<file path="config.mk">
export PLATFORM = sky130hd
export DESIGN_NAME = seq_detect
export DESIGN_NICKNAME = d
export VERILOG_FILES = /design/src/rtl/seq_pkg.sv /design/src/rtl/seq_detect_shift_in_reg.sv /design/src/rtl/seq_detect.sv
export SDC_FILE = /design/constraint.sdc
export NUM_CORES = 1
export LEC_CHECK = 0
export ABC_CLOCK_PERIOD_IN_PS = 5600
export BUFFER_PORTS_ARGS = -buffer_cell sky130_fd_sc_hd__buf_4
export CORE_MARGIN = 2
export CORE_UTILIZATION = 52
export DETAILED_ROUTE_END_ITERATION = 16
export PLACE_DENSITY = 0.78
export SYNTH_ARGS = -nofsm -noshare
export SYNTH_HDL_FRONTEND = slang
export SYNTH_SLANG_ARGS = --single-unit
</file>
<file path="constraint.sdc">
create_clock -name clk -period 5.6 [get_ports clk]
set_clock_uncertainty 0.05 [all_clocks]
set_input_delay 0.84 -clock clk [delete_from_list [all_inputs] [get_ports clk]]
set_output_delay 0.84 -clock clk [all_outputs]
set_load 0.01 [all_outputs]
</file>
<file path="src/rtl/seq_pkg.sv">
// Shared constants and helpers for the serial pattern detector.
// Latency: n/a (package only).
// Backpressure: n/a; holds defaults and the saturating-increment helper.
package seq_pkg;

  localparam int         DEF_PATTERN_W = 4;
  localparam logic [3:0] DEF_PATTERN   = 4'b1011;
  localparam int         DEF_CNT_W     = 8;

  // Widest counter the helper supports; callers zero-extend narrower counts.
  localparam int SAT_MAX_W = 16;

  typedef struct packed {
    logic                 ovf;
    logic [SAT_MAX_W-1:0] val;
  } sat_t;

  // Saturating increment: at or above max the value sticks at max and ovf flags the lost event.
  function automatic sat_t sat_inc(input logic [SAT_MAX_W-1:0] val,
                                   input logic [SAT_MAX_W-1:0] max);
    sat_t r;
    if (val >= max) begin
      r.val = max;
      r.ovf = 1'b1;
    end else begin
      r.val = val + 1'b1;
      r.ovf = 1'b0;
    end
    return r;
  endfunction

endpackage

</file>
<file path="src/rtl/seq_detect_shift_in_reg.sv">
// Serial shift register with a saturating count of valid bits held.
// Latency: one cycle from an accepted bit to sr/fill.
// Backpressure: none; d_valid=0 simply holds state, restart zeroes fill but keeps shifting.
module shift_in_reg
  import seq_pkg::*;
#(
  parameter int W  = DEF_PATTERN_W,
  parameter int FW = $clog2(W + 1)
) (
  input  logic          clk,
  input  logic          rst,
  input  logic          d_in,
  input  logic          d_valid,
  input  logic          restart,
  output logic [W-1:0]  sr,
  output logic [FW-1:0] fill
);

  localparam logic [FW-1:0] FILL_MAX = FW'(W);

  // Shift in accepted bits; fill counts fresh bits since reset or the last restart.
  always_ff @(posedge clk) begin
    if (rst) begin
      sr   <= '0;
      fill <= '0;
    end else if (d_valid) begin
      sr <= {sr[W-2:0], d_in};
      if (restart) begin
        fill <= '0;
      end else if (fill != FILL_MAX) begin
        fill <= fill + 1'b1;
      end
    end
  end

endmodule

</file>
<file path="src/rtl/seq_detect.sv">
// Serial pattern detector with one-cycle match pulse and saturating match counter.
// Latency: match/match_count/overflow register one cycle after the completing bit.
// Backpressure: none; d_valid gaps are transparent, held bits survive any number of idle cycles.
module seq_detect
  import seq_pkg::*;
#(
  parameter int                   PATTERN_W = DEF_PATTERN_W,
  parameter logic [PATTERN_W-1:0] PATTERN   = DEF_PATTERN,
  parameter int                   CNT_W     = DEF_CNT_W
) (
  input  logic                 clk,
  input  logic                 rst,
  input  logic                 d_in,
  input  logic                 d_valid,
  input  logic                 overlap_en,
  input  logic                 cnt_clr,
  output logic                 match,
  output logic [CNT_W-1:0]     match_count,
  output logic                 overflow,
  output logic [PATTERN_W-1:0] window
);

  localparam int                  FW       = $clog2(PATTERN_W + 1);
  localparam logic [FW-1:0]       HIT_FILL = FW'(PATTERN_W - 1);
  localparam logic [SAT_MAX_W-1:0] CNT_MAX = SAT_MAX_W'((1 << CNT_W) - 1);

  logic [PATTERN_W-1:0] sr;
  logic [FW-1:0]        fill;
  logic [PATTERN_W-1:0] nxt;
  logic                 hit;
  logic                 restart;
  sat_t                 inc;

  // A hit needs PATTERN_W fresh bits: the ones already held plus the bit arriving now.
  assign nxt     = {sr[PATTERN_W-2:0], d_in};
  assign hit     = d_valid && (fill >= HIT_FILL) && (nxt == PATTERN);
  assign restart = hit && !overlap_en;
  assign inc     = sat_inc(SAT_MAX_W'(match_count), CNT_MAX);
  assign window  = sr;

  shift_in_reg #(
    .W  (PATTERN_W),
    .FW (FW)
  ) u_shift (
    .clk     (clk),
    .rst     (rst),
    .d_in    (d_in),
    .d_valid (d_valid),
    .restart (restart),
    .sr      (sr),
    .fill    (fill)
  );

  // Register the match pulse and the counter; clear beats a coincident hit but the pulse still fires.
  always_ff @(posedge clk) begin
    if (rst) begin
      match       <= 1'b0;
      match_count <= '0;
      overflow    <= 1'b0;
    end else begin
      match <= hit;
      if (cnt_clr) begin
        match_count <= '0;
        overflow    <= 1'b0;
      end else if (hit) begin
        match_count <= CNT_W'(inc.val);
        if (inc.ovf) begin
          overflow <= 1'b1;
        end
      end
    end
  end

endmodule

</file>
# Word level (Yosys, flattened, before mapping)
# Index checks and enable logic that the tools add are counted.
[word_totals]
out_inout_bits = 14
ff_bits = 17
inputBits = 6
word_cells = 22
[op_classes]
n_addsub = 2
muxes = 3
eq_ne = 2
n_lt_le_gt_ge = 2
reduce_logical = 8
[ops]
columns = ["cell", "n"]
rows = [
  ["17-bit 2-to-1 mux", 1],
  ["8-bit by 1-bit adder with 9-bit output, second input constant", 1],
  ["8-bit greater-or-equal comparator, second input constant", 1],
  ["3-bit 2-to-1 mux", 2],
  ["4-bit == test, second input constant", 1],
  ["2-bit AND reduction", 2],
  ["3-bit by 1-bit adder with 3-bit output, second input constant", 1],
  ["3-bit by 2-bit greater-or-equal comparator with 1-bit output, second input constant", 1],
  ["1-bit logical AND", 3],
  ["3-bit inequality test, second input constant", 1],
  ["2-bit nonzero test", 1],
  ["2-bit OR reduction", 1],
  ["1-bit logical NOT", 1],
]

# Logic depth before layout (Yosys ltp)
# Gate-level depths: netlist of the first run.
[depth]
word_depth = 6
mapped_depth = 6
depth_no_buf = 6

# Modules after synthesis
# Synthesis of the first run repeated with hierarchy kept, for this count alone.
[hier_totals]
hier_cells = 85
area_unflattened_um2 = 847.1
[modules_own_cells]
columns = ["mod", "cells_per_inst", "area_per_inst_um2", "seq_area_each_um2", "instances"]
rows = [
  ["seq_detect", 52, 526.8, 200.2, 1],
  ["shift_in_reg", 33, 320.3, 140.1, 1],
]

# Least setup slack after synthesis of the first run
# No wires, ideal clock.
[synth_path]
kind = "input to register"
from = "input port d_valid"
to = "register match_count[5]"
n_path_buf = 1
path_slack_ns = 3.577
required_time_ns = 5.488
arrival_time_ns = 1.912
setup_time_ns = 0.062
cell_stages = 5
cell_sequence = "buf_6 -> nand2_4 -> or4_4 -> o31a_1 -> nand3_1"
[synth_via]
elab_chain_len = 2
[synth_rtl]
columns = ["element", "line", "source"]
rows = [
  ["from (decl)", "seq_detect.sv:14", "input logic d_valid,"],
  ["1-bit logical AND (2 in series)", "seq_detect.sv:36", "assign hit = d_valid && (fill >= HIT_FILL) && (nxt == PATTERN);"],
  ["to (signal assigned)", "seq_detect.sv:66", "match_count <= CNT_W'(inc.val);"],
  ["to (decl)", "seq_detect.sv:18", "output logic [CNT_W-1:0] match_count,"],
]
# No other way between the ends.
# A chain may end at the register's enable or synchronous reset.

# Final worst setup path of the first run
[layout_path]
from = "register u_shift.fill[0]"
to = "register match_count[7]"
[layout_via]
elab_chain_len = 3
[layout_rtl]
columns = ["element", "line", "source"]
rows = [
  ["from (decl)", "seq_detect_shift_in_reg.sv:16", "output logic [FW-1:0] fill"],
  ["from (signal assigned)", "seq_detect_shift_in_reg.sv:31", "fill <= fill + 1'b1;"],
  ["3-bit by 2-bit greater-or-equal comparator with 1-bit output", "seq_detect.sv:36", ""],
  ["1-bit logical AND (2 in series)", "seq_detect.sv:36", ""],
]
# No other way between the ends.

==> impl_results.md, run 1 <==
- HP Start: overflow$_SDFFE_PP0P_
- DRC: 0
- CP Class: reg2reg
- Leakage: 0.4391 nW
- Main synth FF type: dfxtp_1
- Die Width: 44.18 um
- Die area: 1952 um^2
- Worst R2R End: match_count[7]$_SDFFE_PP0P_
- Gpl congestion: 0.7897
- Cell row count: 14
- Worst hold-check path type: reg2reg
- Wire length per cell: 13.91 um
- Least-Margin Pin Slew: 0.5389 ns
- Number of max-cap violations: 0
- Total gr overflow: 0
- Setup bufs post-CTS: 0
- DR iter-0 viols: 14
- FFs w/ async S/R, synth: 0
- Maximum vdd drop: 0.1108 mV
- Worst setup margin: 3.643 ns
- Synth unique cells: 32
- Setup crit start: u_shift.fill[0]$_SDFFE_PP0P_
- Cts bufs inserted: 3
- Critical R2R Launch: u_shift.fill[0]$_SDFFE_PP0P_
- Worst setup EP type: flop
- Period utilization: 0.3494
- Clock-pin slew on the worst setup and hold paths: 0.10 ns
- Hpwl dp: 1.330 mm
- Worst Setup EP: match_count[7]$_SDFFE_PP0P_
- Setup tns final: 0 ns
- Port buffer count: 19
- Tot Pwr: 0.2158 mW
- Pre-CTS WS: 3.486 ns
- Vias/cell: 5.823
- DRT Wirelength: 1.725 mm
- GRT Util Overall: 0.2054
- Layout cells sized above 1: 0.2778
- Vias in the first global route: 684
- Final setup viols: 0
- Avg Inst Size Synth: 9.540 um^2
- Path depth of the worst reg2reg path: 6
- Relative slew slack: 0.6377
- Crit start category: flop
- Syn nets: 98
- I/O pin count: 20
- Max Slew Vio Count: 0
- Hold buffer count at cts: 0
- Final nets: 119
- Final hold viol count: 0
- Routed Antenna Nets: 0
- Via count: 722
- Die height: 44.18 um
- Largest net degree at the start of global routing: 12
- Initial Util: 0.5573
- Reg-to-reg slack, setup: 3.64 ns
- Max frequency: 511.1 MHz
- Peak fanout along the critical path: 5
- Worst Path Arrival: 2.09 ns
- Yosys warnings: 0
- Pre-Repair DR Iteration Count: 4
- Mapped Area: 839.6 um^2
- Clk_lat worst skew: 0.29 ns
- First-pass GRT wire length: 2.960 mm
- CTS tree: done
- Bufs on Longest Clock Path: 2
- Seq cells post-synth: 17
- H-tree depth: 1
- Synth Instances: 88
- Post-route minimum period: 1.957 ns
- Number of flops mapped to enable cells by yosys: 0
- Sequential share of the synthesized area: 0.4054
- Pwr per Cell Area: 213.7 nW/um^2
- WP data required: 5.73 ns
- Area Growth Syn to Fin: 20.27%
- Antenna Cells: 0
- Post_cts resized: 0
- RSZ-0062 raised after global routing: false
- Root Buffer: clkbuf_4
- Status: completed
- Clk sink count: 17
- Final Util: 0.6703
- Initial antenna violation count: 0
- Core area: 1506 um^2
==> sequential cells by signal, summed over array words and instances (netlist names) <==
register,flops
match,1
overflow,1
match_count,8
u_shift.fill,3
u_shift.sr,4
==> per-stage QoR <==
step	cell area, um^2	hold slack [ns]	instances
3_3_place_gp	983.4	0.4046	120
3_5_place_dp	983.4	0.4156	120
2_1_floorplan	839.6	0.4355	88
6_report	1010	0.4355	124
4_1_cts	1010	0.4423	124
5_1_grt	1010	0.4716	124
==> report_power, final <==
| part | internal, mW | total (mW) | switching, mW |
|---|---|---|---|
| Sequential | 0.124 | 0.127 | 0.00351 |
| Combinational | 0.0105 | 0.0225 | 0.0119 |
| Clock | 0.0277 | 0.0660 | 0.0383 |
==> per-layer routing <==
| metal | up-vias | global-route usage | share of wire |
|---|---|---|---|
| met5 | - | 0 | 0 |
| met4 | 0 | 0.05455 | 0.012 |
| met3 | 4 | 0.03673 | 0.038 |
| met2 | 15 | 0.3794 | 0.52 |
| met1 | 337 | 0.2417 | 0.42 |
| li1 | 366 | - | - |
==> logic make-up after synthesis <==
family,share of synthesized area
buffers and inverters,0.03577
AND/OR/NAND/NOR,0.2638
AO/OA/AOI/OAI,0.1669
adder cells (fa/ha/maj),0.05961
flip-flops,0.4054
XOR/XNOR,0.02087
multiplexers,0.04769
==> worst min-delay path by stage <==
stage / endpoint / slack (ns) / depth (start not counted)
detailed placement: overflow$_SDFFE_PP0P_ / 0.42 / 2
floorplan: u_shift.fill[1]$_SDFFE_PP0P_ / 0.44 / 2
global placement: overflow$_SDFFE_PP0P_ / 0.40 / 2
finish: overflow$_SDFFE_PP0P_ / 0.44 / 2
global route: u_shift.sr[3]$_SDFFE_PP0P_ / 0.47 / 2
CTS: overflow$_SDFFE_PP0P_ / 0.44 / 2
==> cell usage in the layout, fill, tap and decap left out, types with 3 or more instances in the layout <==
master / instances
inv_1: 3
buf_4: 19
a21oi_1: 6
dfxtp_1: 17
o21ai_0: 3
nand3_1: 6
ha_1: 4
nor2_1: 9
mux2i_1: 4
clkbuf_4: 3
and3_1: 3
nor3_1: 4
==> synthesized netlist by cell type, drive strengths merged, types with 2 or more instances <==
| cell type | instances | area, um^2 |
|---|---|---|
| ha | 4 | 50.05 |
| xnor2 | 2 | 17.52 |
| nor3 | 4 | 20.02 |
| a211oi | 3 | 27.52 |
| a21oi | 6 | 30.03 |
| nor4 | 2 | 27.53 |
| nand2b | 2 | 12.51 |
| inv | 3 | 11.26 |
| o21ai | 3 | 15.01 |
| mux2i | 4 | 40.04 |
| nand2 | 3 | 18.77 |
| and3 | 3 | 18.77 |
| o31ai | 2 | 15.01 |
| o211ai | 2 | 15.01 |
| nand3 | 6 | 30.03 |
| clkbuf | 2 | 7.510 |
| dfxtp | 17 | 340.3 |
| nor2 | 9 | 33.78 |
==> final cells by class <==
class                           instances  area [um^2]
Fill cell                             128        496.7
Multi-Input combinational cell         65        469.2
Sequential cell                        17        340.3
Timing Repair Buffer                   19        142.6
Clock buffer                            4        26.28
Tap cell                               16        20.02
Inverter                                3        11.26
==> worst max-delay path: stages, from the launching register on <==
cell	delay, ns
dfxtp_1	0.36
ha_1	0.22
ha_1	0.19
a211oi_2	0.39
nor4_1	0.17
and3_1	0.22
o221a_2	0.26
Power figures use the tool's default switching activity.
==> run 2, diff against run 1 <==
--- a/config.mk
+++ b/config.mk
@@ -5,12 +5,12 @@
 export SDC_FILE = /design/constraint.sdc
 export NUM_CORES = 1
 export LEC_CHECK = 0
-export ABC_CLOCK_PERIOD_IN_PS = 5600
+export ABC_CLOCK_PERIOD_IN_PS = 1800
 export BUFFER_PORTS_ARGS = -buffer_cell sky130_fd_sc_hd__buf_4
 export CORE_MARGIN = 2
-export CORE_UTILIZATION = 52
+export CORE_UTILIZATION = 46
 export DETAILED_ROUTE_END_ITERATION = 16
-export PLACE_DENSITY = 0.78
+export PLACE_DENSITY = 0.73
 export SYNTH_ARGS = -nofsm -noshare
 export SYNTH_HDL_FRONTEND = slang
 export SYNTH_SLANG_ARGS = --single-unit
==> constraint.sdc (replaced) <==
create_clock -name clk -period 1.8 [get_ports clk]
set_clock_uncertainty 0.05 [all_clocks]
set_input_delay 0.27 -clock clk [delete_from_list [all_inputs] [get_ports clk]]
set_output_delay 0.27 -clock clk [all_outputs]
set_load 0.01 [all_outputs]
==> run 2 against run 1 <==
  * Utilization is 3.9 points lower
  * Critical path depth stayed put
  * Sequential share of layout area is 2.2 points lower
  * Clock power grew to 3.1 times the previous value
  * Cell area is 7.9% higher
  * Highest routed layer unchanged
  * Hold slack worse by 0.27 ns
  * Die area is 12% higher
  * Worst setup slack worse by 3.6 ns
  * Clock-buffer cell count stayed put
  * Global-route usage is 1.6 points lower
  * Register-to-register slack worse by 3.6 ns
  * Power grew to 3.2 times the previous value
==> impl_results.md, run 2 (synthesis gave the netlist of run 1 again) <==
- Clk_lat worst skew: 0.29 ns
- Register with the most flip-flops: match_count
- Largest net degree at the start of global routing: 12
- CP Class: reg2reg
- Filler instances: 171
- Peak fanout along the critical path: 5
- Biggest regs: match_count (8), u_shift.sr (4), u_shift.fill (3)
- Hpwl dp: 1.354 mm
- Comb pwr share: 0.130
- Sequential Power Share: 0.573
- Max frequency: 567.1 MHz
- Most frequent cells in the layout: buf_4, dfxtp_1, nor2_1
- DRC: 0
- Cts bufs inserted: 3
- Final setup viols: 0
- Worst Setup EP: match_count[5]$_SDFFE_PP0P_
- Setup crit start: u_shift.fill[0]$_SDFFE_PP0P_
- First-pass GRT wire length: 2.870 mm
- Final nets: 125
- Setup tns final: 0 ns
- Status: completed
- Tot Pwr: 0.6851 mW
- CTS tree: done
- Period utilization: 0.9797
- Number of max-cap violations: 0
- Leakage: 0.4720 nW
- Crit start category: flop
- Reg-to-reg slack, setup: 0.04 ns
- WP data required: 1.99 ns
- Layout Cells excl Fill: 139
- Layout cells sized above 1: 0.3596
- Worst Path Arrival: 1.95 ns
- Vias/cell: 5.360
- Clk sink count: 17
- Die Width: 46.72 um
- GRT Util Overall: 0.1893
- Clock-pin slew on the worst setup and hold paths: 0.10 ns
- Core area: 1727 um^2
- Cell row count: 15
- Reg area: 342.8 um^2
- H-tree depth: 1
- Bufs on Longest Clock Path: 2
- Vias in the first global route: 670
- Initial Util: 0.4862
- Gpl congestion: 0.7860
- Via count: 745
- Final Util: 0.6312
- Final hold viol count: 0
- Post-route minimum period: 1.763 ns
- Worst setup margin: 0.03657 ns
- Hold buffer count at cts: 0
- Largest register FFs: 8
- Placed insts: 133
- Worst setup EP type: flop
- Path depth of the worst reg2reg path: 6
- Pre-CTS WS: 0.003549 ns
- Critical R2R Launch: u_shift.fill[0]$_SDFFE_PP0P_
- Clock power frac: 0.297
- DR iter-0 viols: 9
- Post-DP Area: 1025 um^2
- Wire length per cell: 12.97 um
- Fin area: 1090 um^2
- Area Growth Syn to Fin: 29.81%
- Routed Antenna Nets: 0
- Least-Margin Pin Slew: 0.5039 ns
- I/O pin count: 20
- Maximum vdd drop: 0.5138 mV
- Worst hold-check path type: in2reg
- Initial antenna violation count: 0
- Relative slew slack: 0.6612
- Port buffer count: 19
- Worst R2R End: match_count[5]$_SDFFE_PP0P_
- Pint: 0.5142 mW
- Sw Pwr: 0.1709 mW
- Commonest non-fill, non-tap cell in the layout: buf_4
- Max Slew Vio Count: 0
- Switching power share of the total: 0.2495
- DRT Wirelength: 1.803 mm
- Hold_ws: 0.1672 ns
- Root Buffer: clkbuf_4
- Die area: 2183 um^2
- Antenna Cells: 0
- Die height: 46.72 um
- Multi-input gate area: 490.5 um^2
- Total gr overflow: 0
- Pre-Repair DR Iteration Count: 4
- Pwr per Cell Area: 628.7 nW/um^2
[run 2: changes by cell type in the layout (fill, tap and decap cells not counted), sizes merged]
cell  delta
buf      +6
[run 2: how the worst min path moves through the flow]
stage                               start                           end  slack [ns]  cells past startpoint
floorplan                            d_in    u_shift.sr[0]$_SDFFE_PP0P_        0.37                      2
global placement    overflow$_SDFFE_PP0P_         overflow$_SDFFE_PP0P_        0.40                      2
detailed placement  overflow$_SDFFE_PP0P_         overflow$_SDFFE_PP0P_        0.41                      2
CTS                                   rst    u_shift.sr[3]$_SDFFE_PP0P_        0.17                      2
global route                          rst  u_shift.fill[1]$_SDFFE_PP0P_        0.17                      2
finish                                rst              match$_SDFF_PP0_        0.17                      2
[run 2: area by class of cell]
class                      instances  share of cell area
tap                               25             0.02870
clock buffer                       4             0.02411
timing repair buffer              25              0.1722
inverter                           3             0.01033
multi-input combinational         65              0.4501
sequential                        17              0.3146
[run 2: power by group through the flow]
stage	Clock [mW]	Sequential [mW]	Combinational [mW]
final	0.204	0.392	0.0890
after global routing	0.219	0.393	0.0977
after CTS	0.209	0.392	0.0880
after detailed placement	0	0.400	0.0829
after global placement	0	0.399	0.0821
after floorplan	0	0.404	0.0483
[run 2: per-layer routing]
metal,GRT usage,share of wire,up-vias
li1,-,-,379
met1,0.2322,0.44,347
met2,0.3139,0.51,15
met3,0.02353,0.024,4
met4,0.1167,0.025,0
met5,0,0,-
[run 2: what timing repair did]
item,4_1_cts,5_1_grt
endpoints found under the hold margin,0,0
setup endpoints to repair,1,3
pin swaps,0,4
gates resized for setup,1,5
buffers inserted,0,2
[run 2: critical path: stages (launching register included)]
cell and delay [ns]:
dfxtp_2 0.34, ha_1 0.15, ha_2 0.20, a211oi_4 0.07
or4_4 0.55, o31a_1 0.29, nand3_1 0.07
